`config.mk`:
```
export PLATFORM = sky130hd
export DESIGN_NAME = stream_mux_rr
export DESIGN_NICKNAME = d
export VERILOG_FILES = /design/src/rtl/stream_mux_rr.sv
export SDC_FILE = /design/constraint.sdc
export NUM_CORES = 1
export LEC_CHECK = 0
export ABC_AREA = 1
export CAP_MARGIN = 20
export CORE_ASPECT_RATIO = 1.2
export CORE_MARGIN = 3
export CORE_UTILIZATION = 45
export DETAILED_ROUTE_END_ITERATION = 6
export PLACE_DENSITY_LB_ADDON = 0.12
export SETUP_SLACK_MARGIN = 0.05
export SYNTH_ARGS = -nofsm -noshare
export SYNTH_HDL_FRONTEND = slang
export SYNTH_SLANG_ARGS = --single-unit
```
`constraint.sdc`:
```
create_clock -name clk -period 2.58 [get_ports clk]
set_input_delay 0.516 -clock clk [delete_from_list [all_inputs] [get_ports clk]]
set_output_delay 0.516 -clock clk [all_outputs]
set_load 0.02 [all_outputs]
```
`src/rtl/stream_mux_rr.sv`:
```
// stream_mux_rr: N-channel, W-bit stream multiplexer with a registered
// output stage and valid/ready handshakes on every port. A channel is
// chosen either from the `sel` port (manual mode) or by round-robin
// arbitration over the channels that currently present valid data.
// A free-running beat counter records every accepted input beat.
module stream_mux_rr #(
  parameter int WIDTH = 8,   // data width per channel
  parameter int NCH   = 4,   // number of input channels (2..16)
  parameter int SELW  = 2,   // channel index width, 2**SELW >= NCH
  parameter int CNTW  = 16   // beat counter width
) (
  input  logic                 clk,
  input  logic                 rst,
  input  logic [NCH*WIDTH-1:0] in_data,
  input  logic [NCH-1:0]       in_valid,
  output logic [NCH-1:0]       in_ready,
  input  logic [SELW-1:0]      sel,
  input  logic                 mode,
  output logic [WIDTH-1:0]     out_data,
  output logic                 out_valid,
  input  logic                 out_ready,
  output logic [SELW-1:0]      out_ch,
  output logic [CNTW-1:0]      beat_cnt
);

  // Selection modes, kept as named values for readability.
  typedef enum logic {
    MODE_MANUAL = 1'b0,
    MODE_RR     = 1'b1
  } mode_e;

  // Output stage and arbitration state.
  logic [WIDTH-1:0] out_data_q,  out_data_d;
  logic             out_valid_q, out_valid_d;
  logic [SELW-1:0]  out_ch_q,    out_ch_d;
  logic [CNTW-1:0]  beat_cnt_q,  beat_cnt_d;
  logic [SELW-1:0]  rr_last_q,   rr_last_d;

  // Combinational grant information.
  logic             load_en;
  logic             grant_vld;
  logic [SELW-1:0]  grant_idx;
  logic [WIDTH-1:0] grant_data;
  logic             xfer;

  // Round-robin partial scans: channels above rr_last, then the rest.
  logic             rr_hi_vld, rr_lo_vld;
  logic [SELW-1:0]  rr_hi_idx, rr_lo_idx;

  // Output register may load when it is empty or being drained this cycle.
  assign load_en = !out_valid_q || out_ready;

  // Round-robin search: the first valid channel strictly above rr_last wins;
  // if none exists, wrap around to the first valid channel at or below it.
  // Together the two ascending scans give the rr_last+1, rr_last+2, ...
  // modulo-NCH order without any modulo arithmetic.
  always_comb begin
    // NOTE: every variable written here gets a default first, so no path
    // leaves it unassigned and no latch is inferred.
    rr_hi_vld = 1'b0;
    rr_hi_idx = '0;
    rr_lo_vld = 1'b0;
    rr_lo_idx = '0;
    for (int k = 0; k < NCH; k++) begin
      if (!rr_hi_vld && in_valid[k] && (SELW'(k) > rr_last_q)) begin
        rr_hi_vld = 1'b1;
        rr_hi_idx = SELW'(k);
      end
    end
    for (int k = 0; k < NCH; k++) begin
      if (!rr_lo_vld && in_valid[k] && (SELW'(k) <= rr_last_q)) begin
        rr_lo_vld = 1'b1;
        rr_lo_idx = SELW'(k);
      end
    end
  end

  // Grant selection for the current cycle, depending on the active mode.
  always_comb begin
    grant_vld = 1'b0;
    grant_idx = '0;
    if (mode_e'(mode) == MODE_MANUAL) begin
      // A sel value that names no existing channel never matches, so an
      // out-of-range select simply produces no grant.
      for (int k = 0; k < NCH; k++) begin
        if ((int'(sel) == k) && in_valid[k]) begin
          grant_vld = 1'b1;
          grant_idx = SELW'(k);
        end
      end
    end else begin
      if (rr_hi_vld) begin
        grant_vld = 1'b1;
        grant_idx = rr_hi_idx;
      end else if (rr_lo_vld) begin
        grant_vld = 1'b1;
        grant_idx = rr_lo_idx;
      end
    end
  end

  // Data multiplexer: pick the granted channel's word out of the flat bus.
  always_comb begin
    grant_data = '0;
    for (int k = 0; k < NCH; k++) begin
      if (grant_idx == SELW'(k)) begin
        grant_data = in_data[k*WIDTH +: WIDTH];
      end
    end
  end

  // Ready goes only to the granted channel, and only when the output can load.
  always_comb begin
    in_ready = '0;
    for (int k = 0; k < NCH; k++) begin
      in_ready[k] = load_en && grant_vld && (grant_idx == SELW'(k));
    end
  end

  // A handshake completes on the granted channel whenever it is ready.
  assign xfer = load_en && grant_vld;

  // Next-state computation for the output stage, counter and arbiter pointer.
  always_comb begin
    out_data_d  = out_data_q;
    out_valid_d = out_valid_q;
    out_ch_d    = out_ch_q;
    beat_cnt_d  = beat_cnt_q;
    rr_last_d   = rr_last_q;
    if (load_en) begin
      if (grant_vld) begin
        out_data_d  = grant_data;
        out_ch_d    = grant_idx;
        out_valid_d = 1'b1;
        // Counter wraps naturally at its width.
        beat_cnt_d  = beat_cnt_q + CNTW'(1);
        // Manual mode must not disturb the round-robin position.
        if (mode_e'(mode) == MODE_RR) begin
          rr_last_d = grant_idx;
        end
      end else begin
        // Drained with nothing to replace it: data and channel keep their
        // last values, only valid drops.
        out_valid_d = 1'b0;
      end
    end
  end

  // State register with synchronous reset that overrides any transfer.
  always_ff @(posedge clk) begin
    // NOTE: sequential state uses non-blocking assignments so every
    // register samples the pre-edge value of every other register.
    if (rst) begin
      // NOTE: the datapath registers are reset too because the output data
      // and channel index are architecturally visible as zero after reset.
      out_data_q  <= '0;
      out_valid_q <= 1'b0;
      out_ch_q    <= '0;
      beat_cnt_q  <= '0;
      // Pointing at the last channel gives channel 0 top priority.
      rr_last_q   <= SELW'(NCH - 1);
    end else begin
      out_data_q  <= out_data_d;
      out_valid_q <= out_valid_d;
      out_ch_q    <= out_ch_d;
      beat_cnt_q  <= beat_cnt_d;
      rr_last_q   <= rr_last_d;
    end
  end

  // Registered outputs.
  assign out_data  = out_data_q;
  assign out_valid = out_valid_q;
  assign out_ch    = out_ch_q;
  assign beat_cnt  = beat_cnt_q;

endmodule

```
### After elaboration in Yosys (flattened, before gate mapping)

Cells that the tools add are included.

* logic and storage cells: 87
* output and inout bits: 31
* bits in registers: 29

* magnitude comparators: 8
* equal/unequal tests: 6
* muxes and demuxes: 32
* reductions and logical operators: 35
* add/sub/neg operators: 1

Operators by type and width (number)
* 2-to-1 mux 8 bit: 4
* logical AND 1 bit: 23
* 2-to-1 mux 1 bit: 19
* 2-to-1 mux 2 bit: 9
* adder 16 x 1 -> 16 bit, second input constant: 1
* equality test 2 bit, second input constant: 4
* zero test 1 bit: 7
* equality test 2 x 1 -> 1 bit, second input constant: 2
* greater-than comparator 1 x 2 -> 1 bit, first input constant: 2
* greater-than comparator 2 bit, first input constant: 2
* less-or-equal comparator 1 x 2 -> 1 bit, first input constant: 2
* less-or-equal comparator 2 bit, first input constant: 2
* zero test 2 bit: 2
* AND reduction 3 bit: 1
* AND reduction 2 bit: 1
* logical OR 1 bit: 1

### Depth between registers and ports, before layout

* word-level depth: 23
* gate-level depth with buffers: 14

### Least setup slack after synthesis

Ideal clock, no wire load.

* path kind: in2out
* from: in in_valid[0]
* to: out in_ready[0]
* slack: 371 ps
* path buffers: 1
* cell stages on the path: 8
* required time: 2064 ps
* arrival: 1693 ps
* path through: inv_1 nand2_1 o21ai_1 nor2_1 nand2_2 nand3_4 buf_2 nor3_1

* cells in the longest elaborated chain, start to end: 19

Ends and longest elaborated chain
* from (decl): line 15 `input logic [NCH-1:0] in_valid,`
* logical AND 1 bit: line 71 `if (!rr_lo_vld && in_valid[k] && (SELW'(k) <= rr_last_q)) begin`
* 2-to-1 mux 1 bit: line 71
* zero test 1 bit: line 71
* logical AND 1 bit (2 in series): line 71
* 2-to-1 mux 1 bit: line 71
* zero test 1 bit: line 71
* logical AND 1 bit (2 in series): line 71
* 2-to-1 mux 1 bit: line 71
* zero test 1 bit: line 71
* logical AND 1 bit (2 in series): line 71
* 2-to-1 mux 2 bit / 2-to-1 mux 1 bit (equally long branches): line 71
* 2-to-1 mux 2 bit / 2-to-1 mux 1 bit (equally long branches): line 95 `end else if (rr_lo_vld) begin`
* 2-to-1 mux 2 bit / 2-to-1 mux 1 bit (equally long branches): line 92 `if (rr_hi_vld) begin`
* 2-to-1 mux 2 bit / 2-to-1 mux 1 bit (equally long branches): line 82 `if (mode_e'(mode) == MODE_MANUAL) begin`
* zero test 2 bit / logical AND 1 bit (equally long branches)
* logical AND 1 bit (*): line 116 `in_ready[k] = load_en && grant_vld && (grant_idx == SELW'(k));`
* to (decl): line 16 `output logic [NCH-1:0] in_ready,`

Every way passes the cells marked *; elsewhere a longest branch is shown, timed or not.

### Worst setup path after layout

* from: in sel[0]
* to: out in_ready[1]

* cells in the longest elaborated chain, start to end: 9

Ends and longest elaborated chain
* from (decl): line 17 `input logic [SELW-1:0] sel,`
* zero test 2 bit: line 86 `if ((int'(sel) == k) && in_valid[k]) begin`
* logical AND 1 bit: line 86
* 2-to-1 mux 1 bit (4 in series): line 86
* 2-to-1 mux 1 bit: line 82
* logical AND 1 bit
* logical AND 1 bit (*): line 116

Marks and branches as above.

==> results_dict.tcl <==
set metrics [dict create \
    design_area_um2 2780 \
    fp.dieArea_um2 4850 \
    p_comb_share_pct 35.1 \
    synthSimpleGateAreaFrac_pct 41.2 \
    crit_type "in2out" \
    die_y_um 75.7 \
    finClkSkew_ns 0.00762 \
    detailed_place_hpwl_um 3960 \
    rsz0062_at_grt "yes" \
    final_hold_viol_count 0 \
    syn-num-nets 327 \
    drtIter0Drc 88 \
    cts_made_buffers 5 \
    holdPathStages 2 \
    setup.worst_path.start_class "primary input" \
    chipWidth_um 64.1 \
    worstMarginPinSlew_ns 0.404 \
    max_freq_mhz 401 \
    maxSlewHeadroom_pct 73.0 \
    swShare_pct 34.7 \
    ff2ff_setup_slack_ns 0.44 \
    num_vias 2091 \
    irDropWorstVdd_v 0.000273 \
    period_needed_ns 2.49 \
    antenna_cells 0 \
    min_to "out_ch[0]$_SDFFE_PP0N_" \
    worstPathArrival_ns 1.98 \
    nets 414 \
    synth_top_area_share_pct 31.9 \
    hold_path.startpoint "out_ch[0]$_SDFFE_PP0N_" \
    crit_path_max_fanout 4 \
    drive_gt1_share_pct 14.2 \
    leakagePower_nw 1.22 \
    vias_per_cell 4.93 \
    synth_top_family_by_area "simple AND/OR/NAND/NOR gates" \
    worst_ep_required_time_ns 2.06 \
    endpoint_kind "primary output" \
    p_per_area_nw_per_um2 491 \
    grt_pass1_wl_um 8480 \
    htree_levels 2 \
    muxShareOfSynthArea_pct 0 \
    ys_ff_latch 29 \
    layout_commonest_cell "nand2_1" \
    synth_adder_area_share_pct 0.687 \
    ios 73 \
    cts_buffer_depth 2 \
    grt.overflow.total 0 \
    wl_per_cell_um 12.1 \
    hold_path_class "reg2reg" \
    syn_to_final_growth_pct 52.4 \
    setup_ws_ns 0.0864 \
    row_count 24 \
    layout_common_cells "nand2_1, clkdlybuf4s50_1, nor2_1" \
    setup_viol 0 \
    cts_tree "done" \
    clk_pin_slew_worst_paths_ns 0.07 \
    synth-xor-area-share_pct 2.41 \
    drc 0 \
    core_um2 3750 \
    ant_nets 0 \
    dpl_cell_area_um2 2670 \
    p_clk_share_pct 27.8 \
    finalCritPeriodShare_pct 96.7 \
    yosysTopAreaCell "dfxtp_1" \
    synth_area_leaders "dfxtp_1, nand2_1, nand3_1" \
    antenna_found_initial 0 \
    maxCapViolCount 0 \
    ys_warn_count 0 \
    synth_area_um2 1820 \
    netlist_instances 284 \
    root_buffer "clkbuf_8" \
    post-place-ws_ns -0.395 \
    holdWs_ns 0.474 \
    synth_seq_area_share_pct 31.9 \
    reg2reg_from "rr_last_q[1]$_SDFFE_PP1P_" \
    wirelength_um 5120 \
    p_sw_mw 0.473 \
    status "completed" \
    clock_latency_ns 0.29 \
    ff2ff_path_depth 13 \
    grt_max_degree 20 \
    synthDistinctLibCells 31 \
    timing.rr.end "beat_cnt[7]$_SDFFE_PP0N_" \
    drt-pass1-iter-count 4 \
    portBuffers 72 \
    synth_compound_area_share_pct 14.2 \
    final-max-slew-violation-count 0 \
    syn_area_per_cell_um2 6.41 \
    cts_hold_buf 0 \
    cell_internal_pwr_mw 0.890 \
    start_util_pct 48.5 \
    gp_congestion 0.852 \
    grt_usage_pct 22.1 \
    pwr-share-seq_pct 37.1 \
    cts_setup_buffers 0 \
    clock_sinks 29 \
    grt_pass1_vias 2067 \
]
## worst max-delay path, stage by stage
cell	delay [ns]
clkdlybuf4s50_1	0.53
nand3_2	0.11
nand2_1	0.11
nor2_2	0.04
nand3_1	0.13
nand3_4	0.11
nor2_4	0.12
inv_1	0.07
nor2_1	0.09
buf_4	0.15
## cell type report
class,count,area [µm²]
sequential,29,581
inverter,31,116
clock buffer,5,68.8
multi-input combinational,216,1080
tap,52,65.1
timing repair buffer,88,843
clock inverter,3,17.5
fill,342,978
## sequential cells by signal, summed over array words and instances, names as in the netlist
| register | flops |
|---|---|
| out_ch | 2 |
| out_valid | 1 |
| rr_last_q | 2 |
| beat_cnt | 16 |
| out_data | 8 |
## stage by stage
stage               total power [mW]  util (%)  setup TNS [ns]  cells
finish                          1.36      73.9               0    424
global route                    1.44      73.9               0    424
CTS                             1.37      72.8               0    424
detailed placement             0.993      71.1           -1.52    416
global placement               0.989      71.1           -1.52    416
floorplan                      0.779         -               0    284
## synth_stat cells
master	number
nand2_1	70
nor2_1	36
dfxtp_1	29
inv_1	28
nand3_1	28
a21oi_1	22
o21ai_0	14
nand2_2	6
nor3_1	6
nand4_1	5
nor2_2	5
o21a_1	4
a31oi_1	3
buf_6	3
inv_2	3
xnor2_1	3
buf_2	2
clkbuf_1	2
nand3_2	2
xor2_1	2
a21oi_4	1
buf_4	1
ha_1	1
nand2_4	1
nand3_4	1
nand3b_1	1
nor2_4	1
nor3b_1	1
nor4_1	1
o21ai_1	1
o221ai_1	1
## how the worst max path moves through the flow
stage,from,endpoint,slack (ns),cells past startpoint
5_1_grt,sel[0],in_ready[1],0.007,10
2_1_floorplan,in_valid[0],in_ready[0],0.37,8
6_report,sel[0],in_ready[1],0.09,10
4_1_cts,in_valid[1],in_ready[1],0.04,10
3_3_place_gp,in_valid[1],in_ready[3],-0.40,10
3_5_place_dp,in_valid[1],in_ready[1],-0.39,10
## metal layers
layer  global-route usage (%)  up-vias  wire length [µm]  share of wire (%)
li1                         -     1099                 -                  -
met1                     22.1      907              2040                 40
met2                     42.1       74              2550                 50
met3                     7.67       11               445                8.7
met4                     8.63        0                82                1.6
met5                        0        -                 0                  0
## cells by family (layout without fill, tap and decap cells)
logic type,Yosys count,after routing
compound gates,46,46
xor+xnor,5,5
fa+ha+maj,1,1
buf+inv,39,127
flops,29,29
simple gates,164,164
## power by group through the flow
| stage | Clock [mW] | Sequential [mW] | Combinational (mW) |
|---|---|---|---|
| floorplan | 0 | 0.548 | 0.231 |
| global placement | 0 | 0.514 | 0.475 |
| detailed placement | 0 | 0.515 | 0.478 |
| CTS | 0.386 | 0.505 | 0.475 |
| global route | 0.402 | 0.508 | 0.530 |
| finish | 0.379 | 0.505 | 0.479 |
## timing repair
| item | 4_1_cts | 5_1_grt |
|---|---|---|
| pin swaps | 1 | 5 |
| gates resized for setup | 17 | 15 |
| setup endpoints to repair | 4 | 5 |
Note: power is estimated with default switching activity, not from simulation.
